`config.mk`:
```
export PLATFORM = sky130hd
export DESIGN_NAME = oam_dma_arbiter
export DESIGN_NICKNAME = d
export VERILOG_FILES = /design/src/rtl/oam_dma_arbiter.sv
export SDC_FILE = /design/constraint.sdc
export NUM_CORES = 1
export LEC_CHECK = 0
export CAP_MARGIN = 5
export CORE_UTILIZATION = 43
export DETAILED_ROUTE_END_ITERATION = 16
export PLACE_DENSITY = 0.87
export SKIP_CTS_REPAIR_TIMING = 1
export SLEW_MARGIN = 25
export SYNTH_ARGS = -nofsm -noshare
export SYNTH_HDL_FRONTEND = slang
export SYNTH_SLANG_ARGS = --single-unit
```
`constraint.sdc`:
```
create_clock -name clock -period 1.8 [get_ports clock]
set_input_delay 0.18 -clock clock [delete_from_list [all_inputs] [get_ports clock]]
set_output_delay 0.18 -clock clock [all_outputs]
set_load 0.03 [all_outputs]
```
`src/rtl/oam_dma_arbiter.sv`:
```
// Sprite-DMA controller and CPU/DMA bus arbiter: a CPU write to DMA_REG_ADDR copies one 256-byte page to OAM_DATA_ADDR.
// Optional feature macro OAM_DMA_PARITY_ALIGN_EN adds the parity counter and ALIGN state so every DMA read lands on parity 0.
module oam_dma_arbiter #(
    parameter logic [15:0] DMA_REG_ADDR  = 16'h4014,
    parameter logic [15:0] OAM_DATA_ADDR = 16'h2004,
    parameter int          XFER_LEN      = 256
) (
    input  logic        clock,
    input  logic        reset,
    input  logic [15:0] cpu_addr,
    input  logic [7:0]  cpu_data_out,
    input  logic        cpu_rw,
    output logic        cpu_halt,
    output logic [15:0] bus_addr,
    output logic [7:0]  bus_data_out,
    output logic        bus_rw,
    input  logic [7:0]  bus_data_in,
    output logic        dma_active,
    output logic        dma_done
);

    localparam logic [2:0] ST_IDLE  = 3'd0;
    localparam logic [2:0] ST_HALT  = 3'd1;
    localparam logic [2:0] ST_READ  = 3'd3;
    localparam logic [2:0] ST_WRITE = 3'd4;
`ifdef OAM_DMA_PARITY_ALIGN_EN
    localparam logic [2:0] ST_ALIGN = 3'd2;
`endif
    localparam logic [7:0] LAST_IDX = 8'(XFER_LEN - 1);

    logic [2:0] state_q, state_d;
    logic [7:0] page_q, page_d;
    logic [7:0] idx_q, idx_d;
    logic [7:0] latch_q, latch_d;
    logic       trigger_s;

    assign trigger_s = (cpu_rw == 1'b0) && (cpu_addr == DMA_REG_ADDR);

`ifdef OAM_DMA_PARITY_ALIGN_EN
    logic parity_q;

    // Free-running cycle parity used to place every READ on an even cycle.
    always_ff @(posedge clock) begin
        if (reset) begin
            parity_q <= 1'b0;
        end else begin
            parity_q <= ~parity_q;
        end
    end
`endif

    // Next-state logic for the DMA sequencer.
    always_comb begin
        state_d = state_q;
        page_d  = page_q;
        idx_d   = idx_q;
        latch_d = latch_q;
        case (state_q)
            ST_IDLE: begin
                if (trigger_s) begin
                    page_d  = cpu_data_out;
                    idx_d   = 8'h00;
                    state_d = ST_HALT;
                end else begin
                    state_d = ST_IDLE;
                end
            end
            ST_HALT: begin
`ifdef OAM_DMA_PARITY_ALIGN_EN
                if (parity_q == 1'b0) begin
                    state_d = ST_ALIGN;
                end else begin
                    state_d = ST_READ;
                end
`else
                state_d = ST_READ;
`endif
            end
`ifdef OAM_DMA_PARITY_ALIGN_EN
            ST_ALIGN: state_d = ST_READ;
`endif
            ST_READ: begin
                latch_d = bus_data_in;
                state_d = ST_WRITE;
            end
            ST_WRITE: begin
                if (idx_q == LAST_IDX) begin
                    state_d = ST_IDLE;
                end else begin
                    idx_d   = idx_q + 8'd1;
                    state_d = ST_READ;
                end
            end
            default: state_d = ST_IDLE;
        endcase
    end

    // Sequencer state registers; reset abandons any DMA in flight.
    always_ff @(posedge clock) begin
        if (reset) begin
            state_q <= ST_IDLE;
            page_q  <= 8'h00;
            idx_q   <= 8'h00;
            latch_q <= 8'h00;
        end else begin
            state_q <= state_d;
            page_q  <= page_d;
            idx_q   <= idx_d;
            latch_q <= latch_d;
        end
    end

    // Bus mux: CPU passthrough when idle, DMA addressing otherwise; the index never carries into the page.
    always_comb begin
        bus_addr     = cpu_addr;
        bus_data_out = cpu_data_out;
        bus_rw       = cpu_rw;
        dma_done     = 1'b0;
        case (state_q)
            ST_IDLE: begin
                bus_addr     = cpu_addr;
                bus_data_out = cpu_data_out;
                bus_rw       = cpu_rw;
            end
            ST_HALT: begin
                bus_rw       = 1'b1;
                bus_data_out = 8'h00;
            end
`ifdef OAM_DMA_PARITY_ALIGN_EN
            ST_ALIGN: begin
                bus_rw       = 1'b1;
                bus_data_out = 8'h00;
            end
`endif
            ST_READ: begin
                bus_addr     = {page_q, idx_q};
                bus_rw       = 1'b1;
                bus_data_out = 8'h00;
            end
            ST_WRITE: begin
                bus_addr     = OAM_DATA_ADDR;
                bus_rw       = 1'b0;
                bus_data_out = latch_q;
                dma_done     = (idx_q == LAST_IDX);
            end
            default: begin
                bus_addr     = cpu_addr;
                bus_data_out = cpu_data_out;
                bus_rw       = cpu_rw;
            end
        endcase
    end

    assign cpu_halt   = (state_q != ST_IDLE);
    assign dma_active = (state_q != ST_IDLE);

endmodule

```
==> Yosys cells after proc, flatten, opt, wreduce, memory -nomap -nowiden <==
Cells that the tools add are included.
W data, S select, Z words.
{ "word_totals": {"register_bits": 27, "input_bits": 35, "wordCells": 30} }
{ "op_classes": {"n_bitwise": 1, "add_sub_neg": 1, "n_reduce_logical": 7, "n_eq_ne": 7, "n_mux": 10} }
{ "op_table": {"columns": ["op", "n"], "rows": [
  ["$pmux W16 S2", 1],
  ["$pmux W8 S2", 2],
  ["$eq A16 B15 Y1 const B", 1],
  ["$mux W8", 2],
  ["$pmux W3 S4", 1],
  ["$add A8 B1 Y8 const B", 1],
  ["$eq A8 B8 Y1 const B", 1],
  ["$ne A2 B2 Y1 const B", 2],
  ["$eq A3 B1 Y1 const B", 1],
  ["$eq A3 B2 Y1 const B", 1],
  ["$eq A3 B3 Y1 const B", 1],
  ["$logic_not A3 Y1", 1],
  ["$reduce_and A3 Y1", 1],
  ["$reduce_bool A3 Y1", 1],
  ["$mux W1", 2],
  ["$mux W2", 1],
  ["$pmux W1 S2", 1],
  ["$reduce_and A2 Y1", 1],
  ["$reduce_bool A2 Y1", 1],
  ["$reduce_or A2 Y1", 1],
  ["$logic_and A1 B1 Y1", 1],
  ["$not A1 Y1", 1]
]} }

==> Depth between registers and ports, before layout <==
{ "logic_depth": {"ltp_word": 4, "depth_mapped": 6} }

==> Worst setup path after synthesis <==
No wires, ideal clock.
{ "synth_path": {"path_type": "reg2out", "from": "register state_q[1]", "to": "output port dma_done", "path_buffers": 2, "arrival_ns": 1.737, "t_required_ns": 1.620, "path_slack_ns": -0.117, "path_stages_with_launch": 5, "cell_sequence": "dfxtp_1 buf_2 or3b_2 clkbuf_1 nor3_1"} }
{ "synth_between": {"elab_chain_cells": 2} }
{ "synth_rtl": {"columns": ["element", "line_no", "rtl"], "rows": [
  ["start: declaration", "31", "logic [2:0] state_q, state_d;"],
  ["start signal: assignment", "106", "state_q <= state_d;"],
  ["$eq A3 B3 Y1", "119", "case (state_q)"],
  ["$mux W1", "119", null],
  ["end: declaration", "19", "output logic dma_done"]
]} }
No other way between the ends.

==> Worst setup path in the final report <==
{ "layout_path": {"from": "register state_q[2]", "to": "output port bus_addr[11]"} }
{ "layout_between": {"elab_chain_cells": 2, "elab_cells_between_ends": 3, "cone_classes": "2 x eq/ne; 1 x mux"} }
{ "layout_rtl": {"columns": ["element", "line_no", "rtl"], "rows": [
  ["$eq A3 B3 Y1 / $eq A3 B2 Y1 (equally long branches)", "119", null],
  ["$pmux W16 S2 *", "119", null],
  ["end: declaration", "14", "output logic [15:0] bus_addr,"]
]} }
Every way passes the cells marked *; elsewhere a longest branch is shown, timed or not.

==> impl_metrics.env <==
export IMPL_status="finished, violations left"
export IMPL_violations="negative setup slack"
export IMPL_path_class="flop to output port"
export IMPL_core_rowCount=21
export IMPL_power_total_mw=1.13
export IMPL_required_ns=1.62
export IMPL_path_clk_slew_ns=0.15
export IMPL_layoutNonFillerInstCount=333
export IMPL_layout_setup_ws_ns=-0.0781
export IMPL_pwr_share_seq_pct=52.6
export IMPL_cts_root_buf="clkbuf_4"
export IMPL_crit_path_end_kind="output port"
export IMPL_die_width_um=62.5
export IMPL_die_area_um2=3900
export IMPL_antenna_cells=0
export IMPL_hold_viol_final=0
export IMPL_drive_gt1_share_pct=31.7
export IMPL_ios=63
export IMPL_cts_tree="built"
export IMPL_ys_ff_latch=27
export IMPL_numClockSinks=27
export IMPL_vias=1938
export IMPL_syn_num_nets=246
export IMPL_syn_avg_cell_area_um2=7.48
export IMPL_placed_cells=322
export IMPL_crit_arrival_ns=1.70
export IMPL_relSlewSlack_pct=69.1
export IMPL_worst_r2r_endpoint="page_q[7]$_SDFFE_PP0P_"
export IMPL_period_share_pct=104
export IMPL_worst_slew_pin_slew_ns=0.459
export IMPL_wl_um=5300
export IMPL_core_area_um2=3420
export IMPL_syn_area_um2=1570
export IMPL_h_tree_depth=1
export IMPL_rsz0062_at_grt="true"
export IMPL_finalNetCount=324
export IMPL_min_path_type="input pin to flop"
export IMPL_layout_commonest_cell="buf_4"
export IMPL_critPathMaxFanout=14
export IMPL_fmaxAchievable_mhz=532
export IMPL_synthDistinctLibCells=41
export IMPL_clk_insertion_delay_late_ns=0.33
export IMPL_finalSetupViolCount=16
export IMPL_switching_share_pct=27.8
export IMPL_worstReg2RegStart="state_q[1]$_SDFF_PP0_"
export IMPL_p_leak_nw=1.02
export IMPL_muxShareOfSynthArea_pct=0.637
export IMPL_pwr_density_cell_nw_per_um2=448
export IMPL_drt_iter0_markers=143
export IMPL_synthFlopType="dfxtp_1"
export IMPL_regToRegSetupSlack_ns=-0.02
export IMPL_synth_compound_area_share_pct=29.5
export IMPL_die_h_um=62.5
export IMPL_antenna_found_initial=0
export IMPL_ant_nets=0
export IMPL_max_clock_path_buffers=2
export IMPL_io_buffers=62
export IMPL_synth_seq_area_share_pct=34.4
export IMPL_synthSimpleGateAreaFrac_pct=29.1
export IMPL_synthXorXnorAreaFrac_pct=0
export IMPL_yosysWarnings=0
export IMPL_fin_worst_skew_ns=0.00361
export IMPL_synth_adder_area_share_pct=0.796
export IMPL_drt_pre_antenna_iters=4
export IMPL_drt_wirelength_per_cell_um=15.9
export IMPL_min_to="latch_q[1]$_SDFFE_PP0N_"
export IMPL_grt_pass1_wl_um=7560
export IMPL_switching_power_mw=0.316
export IMPL_drv_cap=0
export IMPL_overflow=0
export IMPL_intPower_mw=0.819
export IMPL_ir_drop_v=0.000496
export IMPL_final_cell_mix="43 x buf_4, 34 x clkdlybuf4s50_1, 33 x nand2_1, 28 x a21oi_1, 23 x dfxtp_1"
export IMPL_reg2regPathDepth=7
export IMPL_gp_congestion=0.842
export IMPL_grt_start_max_net_pins=25
export IMPL_slew_viol_final=0
export IMPL_p_clk_share_pct=24.1
export IMPL_whs_ns=0.373
export IMPL_gr_usage_all_layers_pct=24.1
export IMPL_hpwl_um=3530
export IMPL_synth_top_family_by_area="compound AO/OA/AOI/OAI gates"
export IMPL_hold_path_depth=3
export IMPL_vias_per_cell=5.82
export IMPL_min_from="bus_data_in[1]"
export IMPL_final_min_clock_period_ns=1.88
export IMPL_start_kind="flop"
export IMPL_start_util_pct=46.0
export IMPL_synthArstFlopShare_pct=0
export IMPL_synthCells=210
export IMPL_grt_pass1_vias=1675
export IMPL_pre_cts_slack_ns=-0.331
export IMPL_synth_edf_count=0
export IMPL_cts_buffers=3
export IMPL_drc_errors=0
export IMPL_area_growth_pct=61.0
export IMPL_combPwrFrac_pct=23.4
==> power groups by stage <==
stage | registers (mW) | clock network [mW] | logic (mW)
final | 0.596 | 0.273 | 0.265
after global routing | 0.597 | 0.297 | 0.279
after global placement | 0.611 | 0 | 0.256
after detailed placement | 0.611 | 0 | 0.258
after CTS | 0.598 | 0.276 | 0.258
after floorplan | 0.611 | 0 | 0.111
==> critical path: stages (launching register included) <==
cell	delay [ns]
dfxtp_2	0.38
buf_6	0.10
nor2b_2	0.04
and2_4	0.17
nor2_4	0.31
a22o_2	0.22
buf_4	0.16
==> through the flow <==
step / area (um2) / util [%] / setup TNS, ns
final: 2530 / 74.1 / -0.837
after global routing: 2530 / 74.1 / -2.15
after CTS: 2320 / 67.9 / -8.22
after detailed placement: 2290 / 67.1 / -6.92
after global placement: 2290 / 67.1 / -6.12
after floorplan: 1600 / - / 0
==> sequential cells by signal (all words and copies together) (netlist names) <==
register  count
latch_q       8
state_q       3
page_q        8
idx_q         8
==> synth_stat cells, types with 2 or more instances <==
cell type  instances  area, um2
buf_2              3       15.0
a311oi_1           3       26.3
a21oi_1           28        140
a211oi_1           2       15.0
nor3_1             5       25.0
clkbuf_1          13       48.8
o21ai_0           17       85.1
dfxtp_1           27        541
nand2_1           33        124
or3_1              4       25.0
nand3_1           14       70.1
a22o_1            14        123
o21a_1             2       15.0
nand2b_1           2       12.5
nor2_1             7       26.3
nor2b_1           11       68.8
==> worst max-delay path by stage <==
stage	startpoint	endpoint	slack [ns]	depth (start not counted)
after floorplan	state_q[1]$_SDFF_PP0_	idx_q[1]$_SDFFE_PP0P_	0.04	5
after global placement	cpu_addr[11]	idx_q[1]$_SDFFE_PP0P_	-0.27	5
after detailed placement	cpu_addr[11]	page_q[2]$_SDFFE_PP0P_	-0.33	6
after CTS	state_q[0]$_SDFF_PP0_	bus_addr[11]	-0.56	5
after global routing	state_q[1]$_SDFF_PP0_	bus_addr[11]	-0.14	5
final	state_q[2]$_SDFF_PP0_	bus_addr[11]	-0.08	6
==> kinds of logic after synthesis <==
logic type,after synthesis
compound gates,73
fa+ha+maj,1
buf+inv,19
flops,27
mux,1
simple gates,89
==> routing by layer <==
metal / wire length, um / GRT usage [%] / share of wire [%]
met4: 149 / 7.85 / 2.8
met3: 328 / 3.65 / 6.2
met1: 2210 / 31.8 / 42
met2: 2620 / 40.1 / 49
met5: 0 / 0 / 0
==> cell type report <==
type                            count  area, um2
Multi-Input combinational cell    164       1040
Fill cell                         244        886
Timing Repair Buffer               91        850
Sequential cell                    27        548
Tap cell                           46       57.6
Clock buffer                        3       22.5
Clock inverter                      1       5.00
Inverter                            1       3.75
Note: power is estimated with default switching activity, not from simulation.
